--- config.mk ---
export PLATFORM = sky130hd
export DESIGN_NAME = lockstep_divergence_monitor
export DESIGN_NICKNAME = d
export VERILOG_FILES = /design/src/rtl/lockstep_mon_pkg.sv /design/src/rtl/lockstep_divergence_monitor_compare.sv /design/src/rtl/lockstep_divergence_monitor.sv
export SDC_FILE = /design/constraint.sdc
export NUM_CORES = 1
export LEC_CHECK = 0
export BUFFER_PORTS_ARGS = -buffer_cell sky130_fd_sc_hd__buf_4
export CORE_MARGIN = 2
export CORE_UTILIZATION = 39
export DETAILED_ROUTE_END_ITERATION = 10
export PLACE_DENSITY = 0.81
export SLEW_MARGIN = 20
export SYNTH_ARGS = -nofsm -noshare
export SYNTH_HDL_FRONTEND = slang
export SYNTH_SLANG_ARGS = --single-unit
--- constraint.sdc ---
create_clock -name clk -period 2.7 [get_ports clk]
set_input_delay 0.27 -clock clk [delete_from_list [all_inputs] [get_ports clk]]
set_output_delay 0.27 -clock clk [all_outputs]
set_load 0.01 [all_outputs]
--- src/rtl/lockstep_mon_pkg.sv ---
// Shared types for the lockstep divergence monitor.
// State encoding and check-mode selectors.
package lockstep_mon_pkg;

   typedef enum logic [2:0] {
      IDLE,
      RESET,
      SYNC,
      RUN,
      DONE
   } state_e;

   localparam int MODE_FINAL  = 0;
   localparam int MODE_WINDOW = 1;

endpackage

--- src/rtl/lockstep_divergence_monitor_compare.sv ---
// Combinational comparison of every copy against copy 0.
// Yields any-divergence and the lowest diverging copy index.
module lockstep_compare
   import lockstep_mon_pkg::*;
#(
   parameter int NUM_COPIES = 2,
   parameter int OBS_W      = 32,
   parameter int CPY_W      = 1
) (
   input  logic [NUM_COPIES-1:0]       obs_valid_i,
   input  logic [NUM_COPIES*OBS_W-1:0] obs_data_i,
   input  logic [OBS_W-1:0]            obs_mask_i,
   output logic                        any_div_o,
   output logic [CPY_W-1:0]            first_copy_o
);

   logic [NUM_COPIES-1:0] div_vec;

   always_comb begin
      div_vec      = '0;
      first_copy_o = '0;
      for (int i = 1; i < NUM_COPIES; i++) begin
         div_vec[i] = (obs_valid_i[i] != obs_valid_i[0]) ||
                      (obs_valid_i[i] && obs_valid_i[0] &&
                       (|((obs_data_i[i*OBS_W +: OBS_W] ^
                           obs_data_i[OBS_W-1:0]) & obs_mask_i)));
      end
      // Scan downwards so the lowest diverging index wins.
      for (int i = NUM_COPIES - 1; i >= 1; i--) begin
         if (div_vec[i]) first_copy_o = CPY_W'(i);
      end
      any_div_o = |div_vec;
   end

endmodule

--- src/rtl/lockstep_divergence_monitor.sv ---
// Reset sequencer and windowed divergence checker for N lock-stepped
// core copies; captures first divergence cycle, copy and a count.
module lockstep_divergence_monitor
   import lockstep_mon_pkg::*;
#(
   parameter int NUM_COPIES   = 2,
   parameter int OBS_W        = 32,
   parameter int CYC_W        = 5,
   parameter int RESET_CYCLES = 2,
   parameter int CHECK_START  = 14,
   parameter int CHECK_END    = 14,
   parameter int MODE         = 0
) (
   input  logic                          clk,
   input  logic                          reset_n,
   input  logic                          start,
   input  logic [NUM_COPIES-1:0]         obs_valid,
   input  logic [NUM_COPIES*OBS_W-1:0]   obs_data,
   input  logic [OBS_W-1:0]              obs_mask,
   output logic                          core_reset,
   output logic                          sync_pulse,
   output logic                          busy,
   output logic                          done,
   output logic                          diverge,
   output logic [CYC_W-1:0]              diverge_cycle,
   output logic [$clog2(NUM_COPIES)-1:0] diverge_copy,
   output logic [CYC_W-1:0]              diverge_count,
   output logic [CYC_W-1:0]              cycle
);

   localparam int CPY_W = $clog2(NUM_COPIES);
   localparam logic [CYC_W-1:0] CNT_MAX  = {CYC_W{1'b1}};
   localparam logic [CYC_W-1:0] RST_LAST = CYC_W'(RESET_CYCLES - 1);
   localparam logic [CYC_W-1:0] C_START  = CYC_W'(CHECK_START);
   localparam logic [CYC_W-1:0] C_END    = CYC_W'(CHECK_END);

   state_e           state_q, state_d;
   logic [CYC_W-1:0] cycle_q, cycle_d;
   logic [CYC_W-1:0] dcyc_q, dcyc_d;
   logic [CYC_W-1:0] dcnt_q, dcnt_d;
   logic [CPY_W-1:0] dcopy_q, dcopy_d;
   logic [CPY_W-1:0] first_copy;
   logic             div_q, div_d;
   logic             busy_q, busy_d;
   logic             any_div;
   logic             check;

   lockstep_compare #(
      .NUM_COPIES (NUM_COPIES),
      .OBS_W      (OBS_W),
      .CPY_W      (CPY_W)
   ) u_cmp (
      .obs_valid_i  (obs_valid),
      .obs_data_i   (obs_data),
      .obs_mask_i   (obs_mask),
      .any_div_o    (any_div),
      .first_copy_o (first_copy)
   );

   always_comb begin
      state_d = state_q;
      cycle_d = cycle_q;
      div_d   = div_q;
      dcyc_d  = dcyc_q;
      dcopy_d = dcopy_q;
      dcnt_d  = dcnt_q;
      check   = 1'b0;
      unique case (state_q)
         IDLE: begin
            cycle_d = '0;
            if (start) begin
               state_d = RESET;
               div_d   = 1'b0;
               dcyc_d  = '0;
               dcopy_d = '0;
               dcnt_d  = '0;
            end
         end
         RESET: begin
            cycle_d = cycle_q + CYC_W'(1);
            if (cycle_q == RST_LAST) state_d = SYNC;
         end
         SYNC: begin
            cycle_d = cycle_q + CYC_W'(1);
            state_d = RUN;
         end
         RUN: begin
            cycle_d = cycle_q + CYC_W'(1);
            // RUN never passes C_END, so only the lower bound matters.
            check   = (MODE == MODE_WINDOW) ? (cycle_q >= C_START)
                                            : (cycle_q == C_END);
            if (cycle_q == C_END) state_d = DONE;
         end
         DONE: begin
            cycle_d = '0;
            state_d = IDLE;
         end
         default: begin
            cycle_d = '0;
            state_d = IDLE;
         end
      endcase
      if (check && any_div) begin
         div_d = 1'b1;
         if (!div_q) begin
            dcyc_d  = cycle_q;
            dcopy_d = first_copy;
         end
         if (dcnt_q != CNT_MAX) dcnt_d = dcnt_q + CYC_W'(1);
      end
      busy_d = (state_d == RESET) || (state_d == SYNC) || (state_d == RUN);
   end

   always_ff @(posedge clk) begin
      if (!reset_n) begin
         state_q <= IDLE;
         cycle_q <= '0;
         div_q   <= 1'b0;
         dcyc_q  <= '0;
         dcopy_q <= '0;
         dcnt_q  <= '0;
         busy_q  <= 1'b0;
      end else begin
         state_q <= state_d;
         cycle_q <= cycle_d;
         div_q   <= div_d;
         dcyc_q  <= dcyc_d;
         dcopy_q <= dcopy_d;
         dcnt_q  <= dcnt_d;
         busy_q  <= busy_d;
      end
   end

   assign core_reset    = (state_q == IDLE) || (state_q == RESET) ||
                          (state_q == DONE);
   assign sync_pulse    = (state_q == SYNC);
   assign done          = (state_q == DONE);
   assign busy          = busy_q;
   assign diverge       = div_q;
   assign diverge_cycle = dcyc_q;
   assign diverge_copy  = dcopy_q;
   assign diverge_count = dcnt_q;
   assign cycle         = cycle_q;

endmodule
==> metrics, run 1 <==
status finished, final reports clean; Crit Reg-Reg Endpoint diverge_cycle[1]; count leader, synth xor2_1; Reg2Reg Launch Point cycle[0]; fin nets between 300 and 400; Reg clk slew, reported paths 0.08 ns; max cap viols 0; Ports ~120; Synth Instances around 160; drt wl/cell between 10 and 15 microns; Clock Sink Count 21; Syn Nets 270; Final period util 0.8036; GRT overflow 0; top_reg_cell synth dfxtp_1; final core occ 0.6763; Critical Path RT roughly 2.9 ns; M1 WL 1779 microns; full die area between 4000 and 5000 sq um; worst setup margin approximately 0.53 ns; leakage power 0.001172 uW; PD cells 307.1 nW/um^2; area of the multi-input gates roughly 1000 sq um; post-cts hold buffer count 0; I/O Buffers between 100 and 150; clock share of power 0.275; number of enable flip-flop cells after synthesis 0; Seq pwr share 0.429; fillers approximately 330; worst min path class in -> reg; Core ar. 3633 sq um; critical path launch point type flop; FF+latch area around 420 sq um; Switching Share 0.2569; endpoint of the worst hold path diverge_count[1]; Worst-Margin Slew approximately 0.49 ns; ys async rst share 0; flop2flop setup slack roughly 0.53 ns; final total power around 750 uW; Layout area overhead 68.15%; top cells by area, synth dfxtp_1 (29%), xor2_1 (20%), a22oi_1 (8.2%); gpl congestion 0.7668; peak supply drop about 0.25 mV; post-synthesis cell type count 39; Crit Path Class reg -> reg; DRC Markers 0; YS warnings 0; highest metal used met4; final setup fails 0; Final Max Slew Viols 0; Num CTS Buffers 3; clk root buf clkbuf_8; CTS resizes 0; Syn Std Cell Area between 1000 and 1500 sq um; final non-filler cell total between 300 and 400; CP Max Fanout 6; H-Tree Depth 1; Hold Path Stages 2; WP data arrival ~2.4 ns; top-area cell type share of the netlist area 0.2877; DR WL met3 between 300 and 400 microns; min cycle time layout 2.170 ns; final hold viol count 0; worst reg2reg path depth 9; vias in the first global route approximately 1.6k; register bit total from synthesis 21; insertion delay to the later sink of the worst-skew pair 0.26 ns; Via density between 4 and 5; met2 WL 2302 microns; Fin Clk Skew 0.001502 ns; net load switching power 193.9 uW; Routed Antenna Nets 0; initial DRC count 37; CTS tree built; Comb pwr share 0.297; ratio of cells with drive above 1 in the final layout 0.4824; Slew HR 0.6707; Vias ~1.6k; Seq/Total Area, Yosys 0.2877; post-route setup TNS 0 ns; Post-Place Worst Slack 0.5415 ns; # placed instances about 330; largest area contributor in the netlist dfxtp_1; initial cell density of the core 0.4022; die span in x 65.22 microns; Mean Syn Cell Area ~9.0 sq um; ANT cells 0; site row count 22; DPL Wire Length 3843 microns; first-pass GRT wire length 7438 microns; die outline height between 60 and 70 microns; post-CTS setup repair buffer count 0; Commonest cells post-synth xor2_1 (34), dfxtp_1 (21), a22oi_1 (16); Pint approximately 560 uW; RSZ-0062 raised after global routing no; TritonRoute pass-1 iters 4; HP Start reset_n; Peak Freq ~0.46 GHz; initial antenna violation count 0; Clock Path Buffers 2; GRT Total Usage 0.2239; final WL between 4000 and 5000 microns; CP Capture Type flop; largest net degree at the start of global routing 19
==> routing by layer <==
metal	vias up	track usage
met1	745	0.2497
met2	72	0.4056
met4	0	0.08333
li1	817	-
met5	-	0
met3	11	0.05822
==> critical path, stage by stage, from the launching register on <==
cell	delay [ns]
dfxtp_1	0.36
inv_1	0.09
ha_1	0.14
nand4_1	0.09
or2_4	0.25
nor3_1	0.24
inv_1	0.11
o31ai_4	0.35
mux2_2	0.39
nor2b_2	0.10
==> sequential cells by signal, indices dropped and copies added (netlist names) <==
name / flops
diverge_copy: 1
busy: 1
diverge: 1
state_q: 3
diverge_cycle: 5
cycle: 5
diverge_count: 5
==> area by class of cell <==
type,count,area share
multi-input combinational,134,0.4099
clock inverter,1,0.002037
tap,48,0.02444
timing repair buffer,121,0.3697
clock buffer,3,0.01680
inverter,4,0.006110
sequential,21,0.1711
==> kinds of logic after synthesis <==
| kind of cell | count (synthesis) | synth area share |
|---|---|---|
| fa+ha+maj | 6 | 0.05137 |
| flops | 21 | 0.2877 |
| buf+inv | 8 | 0.02311 |
| simple gates | 58 | 0.2380 |
| mux | 3 | 0.02226 |
| xor+xnor | 35 | 0.2098 |
| compound gates | 32 | 0.1678 |
==> placed cells by master, fill, tap and decap left out, types with 3 or more instances in the layout <==
cell / count
buf_4: 121
dfxtp_1: 21
nor2_1: 11
ha_1: 6
a22oi_1: 16
a21oi_1: 5
nand2_1: 8
clkbuf_8: 3
nand4_1: 5
xor2_1: 34
nand3b_1: 3
o21ai_0: 3
inv_1: 4
and2_1: 3
nor2b_1: 3
nand3_1: 7
==> stage by stage <==
step,hold WS (ns),area (sq um)
after floorplan,0.4877,1461
after global placement,0.4586,2411
after detailed placement,0.4756,2411
after CTS,0.3259,2457
after global routing,0.3425,2457
final,0.3280,2457
==> power groups by stage <==
stage / clock network, uW / registers, uW / logic, uW
global placement: 0 / 330 / 220
detailed placement: 0 / 331 / 225
finish: 207 / 323 / 224
CTS: 214 / 323 / 226
floorplan: 0 / 329 / 85.7
global route: 230 / 325 / 245
==> worst max-delay path by stage <==
stage                     startpoint          endpoint  slack [ns]  depth (start not counted)
after floorplan             cycle[1]  diverge_cycle[1]        0.66                          8
after global placement      cycle[0]  diverge_cycle[0]        0.60                          9
after detailed placement    cycle[0]  diverge_cycle[1]        0.54                          9
after CTS                   cycle[0]  diverge_cycle[1]        0.51                          9
after global routing        cycle[0]  diverge_cycle[1]        0.29                          9
final                       cycle[0]  diverge_cycle[1]        0.53                          9
(Power assumes the default switching activity.)
==> run 2, diff against run 1 <==
--- a/config.mk
+++ b/config.mk
@@ -7,9 +7,9 @@
 export LEC_CHECK = 0
 export BUFFER_PORTS_ARGS = -buffer_cell sky130_fd_sc_hd__buf_4
 export CORE_MARGIN = 2
-export CORE_UTILIZATION = 39
+export CORE_UTILIZATION = 35
 export DETAILED_ROUTE_END_ITERATION = 10
-export PLACE_DENSITY = 0.81
+export PLACE_DENSITY = 0.77
 export SLEW_MARGIN = 20
 export SYNTH_ARGS = -nofsm -noshare
 export SYNTH_HDL_FRONTEND = slang
==> constraint.sdc (replaced) <==
create_clock -name clk -period 1.85 [get_ports clk]
set_input_delay 0.185 -clock clk [delete_from_list [all_inputs] [get_ports clk]]
set_output_delay 0.185 -clock clk [all_outputs]
set_load 0.01 [all_outputs]
==> run 2 against run 1 <==
Effect of this change:
- the run now ends with setup timing left
- total power is 49% higher
- maximum frequency is 9.7% higher
- global-route usage is 1.2 points lower
==> metrics, run 2 (synthesized netlist as in run 1, its figures left out) <==
Critical Path RT between 2 and 2.5 ns; Final Max Slew Viols 0; die span in x ~69 microns; slowest library cell on the worst path mux2_4; FF+latch area 427.9 sq um; Post-Place Worst Slack -0.1745 ns; fillers around 360; largest net degree at the start of global routing 19; full die area approximately 4700 sq um; CTS tree built; Reg2Reg Launch Point cycle[0]; final WL ~5000 microns; initial antenna violation count 0; worst setup margin -0.1281 ns; clk root buf clkbuf_8; Buf/Inv on CP 3; PD cells 419.8 nW/um^2; min cycle time layout just under 2 ns; post-cts hold buffer count 0; CP Capture Type flop; final setup fails 9; HP Start reset_n; endpoint of the worst hold path diverge_count[1]; Ports 122; DRC Markers 0; Layout area overhead 82.88%; Clock Path Buffers 2; Reg clk slew, reported paths 0.08 ns; Clock Sink Count 21; TritonRoute pass-1 iters 4; ANT cells 0; Routed Antenna Nets 0; Final period util 1.069; Crit Path Class reg -> reg; Hold Path Stages 2; WP data arrival approximately 2.2 ns; area of the multi-input gates about 1100 sq um; Vias 1726; ratio of cells with drive above 1 in the final layout 0.5559; die outline height slightly below 70 microns; max cap viols 0; gpl congestion between 0.9 and 1; RSZ-0062 raised after global routing yes; CP cell instances inv_2, ha_4, nand4_1, or2_4, buf_4, nor3_2, inv_1, o31ai_4, mux2_4, nor2b_2; GRT Total Usage 0.2120; Core ar. between 4000 and 5000 sq um; CP Max Fanout 3; status finished, violations left; first-pass GRT wire length 7396 microns; flop2flop setup slack -0.13 ns; site row count 23; failing checks setup timing; CP delay by family, top simple AND/OR/NAND/NOR gates; peak supply drop just over 0.4 mV; Fin Hold WS ~0.24 ns; most common cell after layout, fill and taps aside buf_4; H-Tree Depth 1; leakage power around 0.0013 uW; Via density 4.876; GRT overflow 0; initial cell density of the core 0.3653; vias in the first global route approximately 1.6k; fin nets roughly 400; critical path launch point type flop; crit-path max cell delay ~0.34 ns; DPL Wire Length ~4100 microns; Fin Clk Skew 0.003306 ns; final hold viol count 0; worst min path class in -> reg; Peak Freq between 0.5 and 0.6 GHz; worst reg2reg path depth 10; initial DRC count 23; I/O Buffers around 120; Worst-Margin Slew 0.4450 ns; Slew HR 0.7028; Num CTS Buffers 3; drt wl/cell 14.25 microns; Crit Reg-Reg Endpoint diverge_cycle[0]; insertion delay to the later sink of the worst-skew pair roughly 0.26 ns; most frequent cells in the layout buf_4 (140), xor2_1 (34), dfxtp_1 (17)
==> run 2: cell count changes in the layout (fill, tap and decap cells not counted), sizes merged <==
cell	delta
buf	+19
o21ai	+1
==> run 2: worst max-delay path by stage <==
stage,endpoint,cells after the start,startpoint
after detailed placement,diverge_count[0],7,diverge_count[0]
after global routing,diverge_cycle[0],10,cycle[0]
after CTS,diverge_count[0],8,cycle[0]
final,diverge_cycle[0],10,cycle[0]
after floorplan,diverge_count[0],8,cycle[0]
after global placement,diverge_count[0],7,diverge_count[0]
==> run 2: per-layer routing <==
layer  global-route usage  wire, microns
met1               0.2475           1978
met2               0.3606           2491
met3              0.05032            416
met4               0.1050            157
met5                    0              0
==> run 2: final cells by class <==
| class | instances | area share |
|---|---|---|
| clock buffers | 3 | 0.01545 |
| clock inverters | 1 | 0.001873 |
| inverters | 4 | 0.005618 |
| multi-input cells | 135 | 0.4003 |
| flip-flops and latches | 21 | 0.1601 |
| well taps | 50 | 0.02341 |
| repair buffers | 140 | 0.3933 |
==> run 2: per-stage QoR <==
step	total power, uW	instance area, sq um	util	TNS, ns	cells
2_1_floorplan	605.3	1496	-	-0.3827	163
3_3_place_gp	816.9	2569	0.6422	-0.4877	346
3_5_place_dp	823.6	2569	0.6422	-0.7036	346
4_1_cts	1132	2651	0.6628	-0.3035	353
5_1_grt	1179	2673	0.6681	-1.435	354
6_report	1122	2673	0.6681	-0.6063	354
==> run 2: repair_timing <==
action | in CTS | in global routing
pin swaps | 4 | 3
setup buffers | 2 | 1
resized for setup | 2 | 3
cloned | 1 | 0
setup endpoints to repair | 7 | 9
==> run 2: worst reg2reg max path, cell delays in order (launching register included) <==
cell     delay (ns)
dfxtp_2        0.33
inv_2          0.07
ha_4           0.12
nand4_1        0.10
or2_4          0.25
buf_4          0.15
nor3_2         0.12
inv_1          0.09
o31ai_4        0.26
mux2_4         0.34
nor2b_2        0.10
==> run 2: report_power, final <==
group	leakage, uW	switching (uW)	internal, uW	total (uW)
Sequential	0.000172	5.64	460	466
Combinational	0.00109	130	222	353
Clock	0.0000255	154	150	304
Total	0.00128	289	833	1120
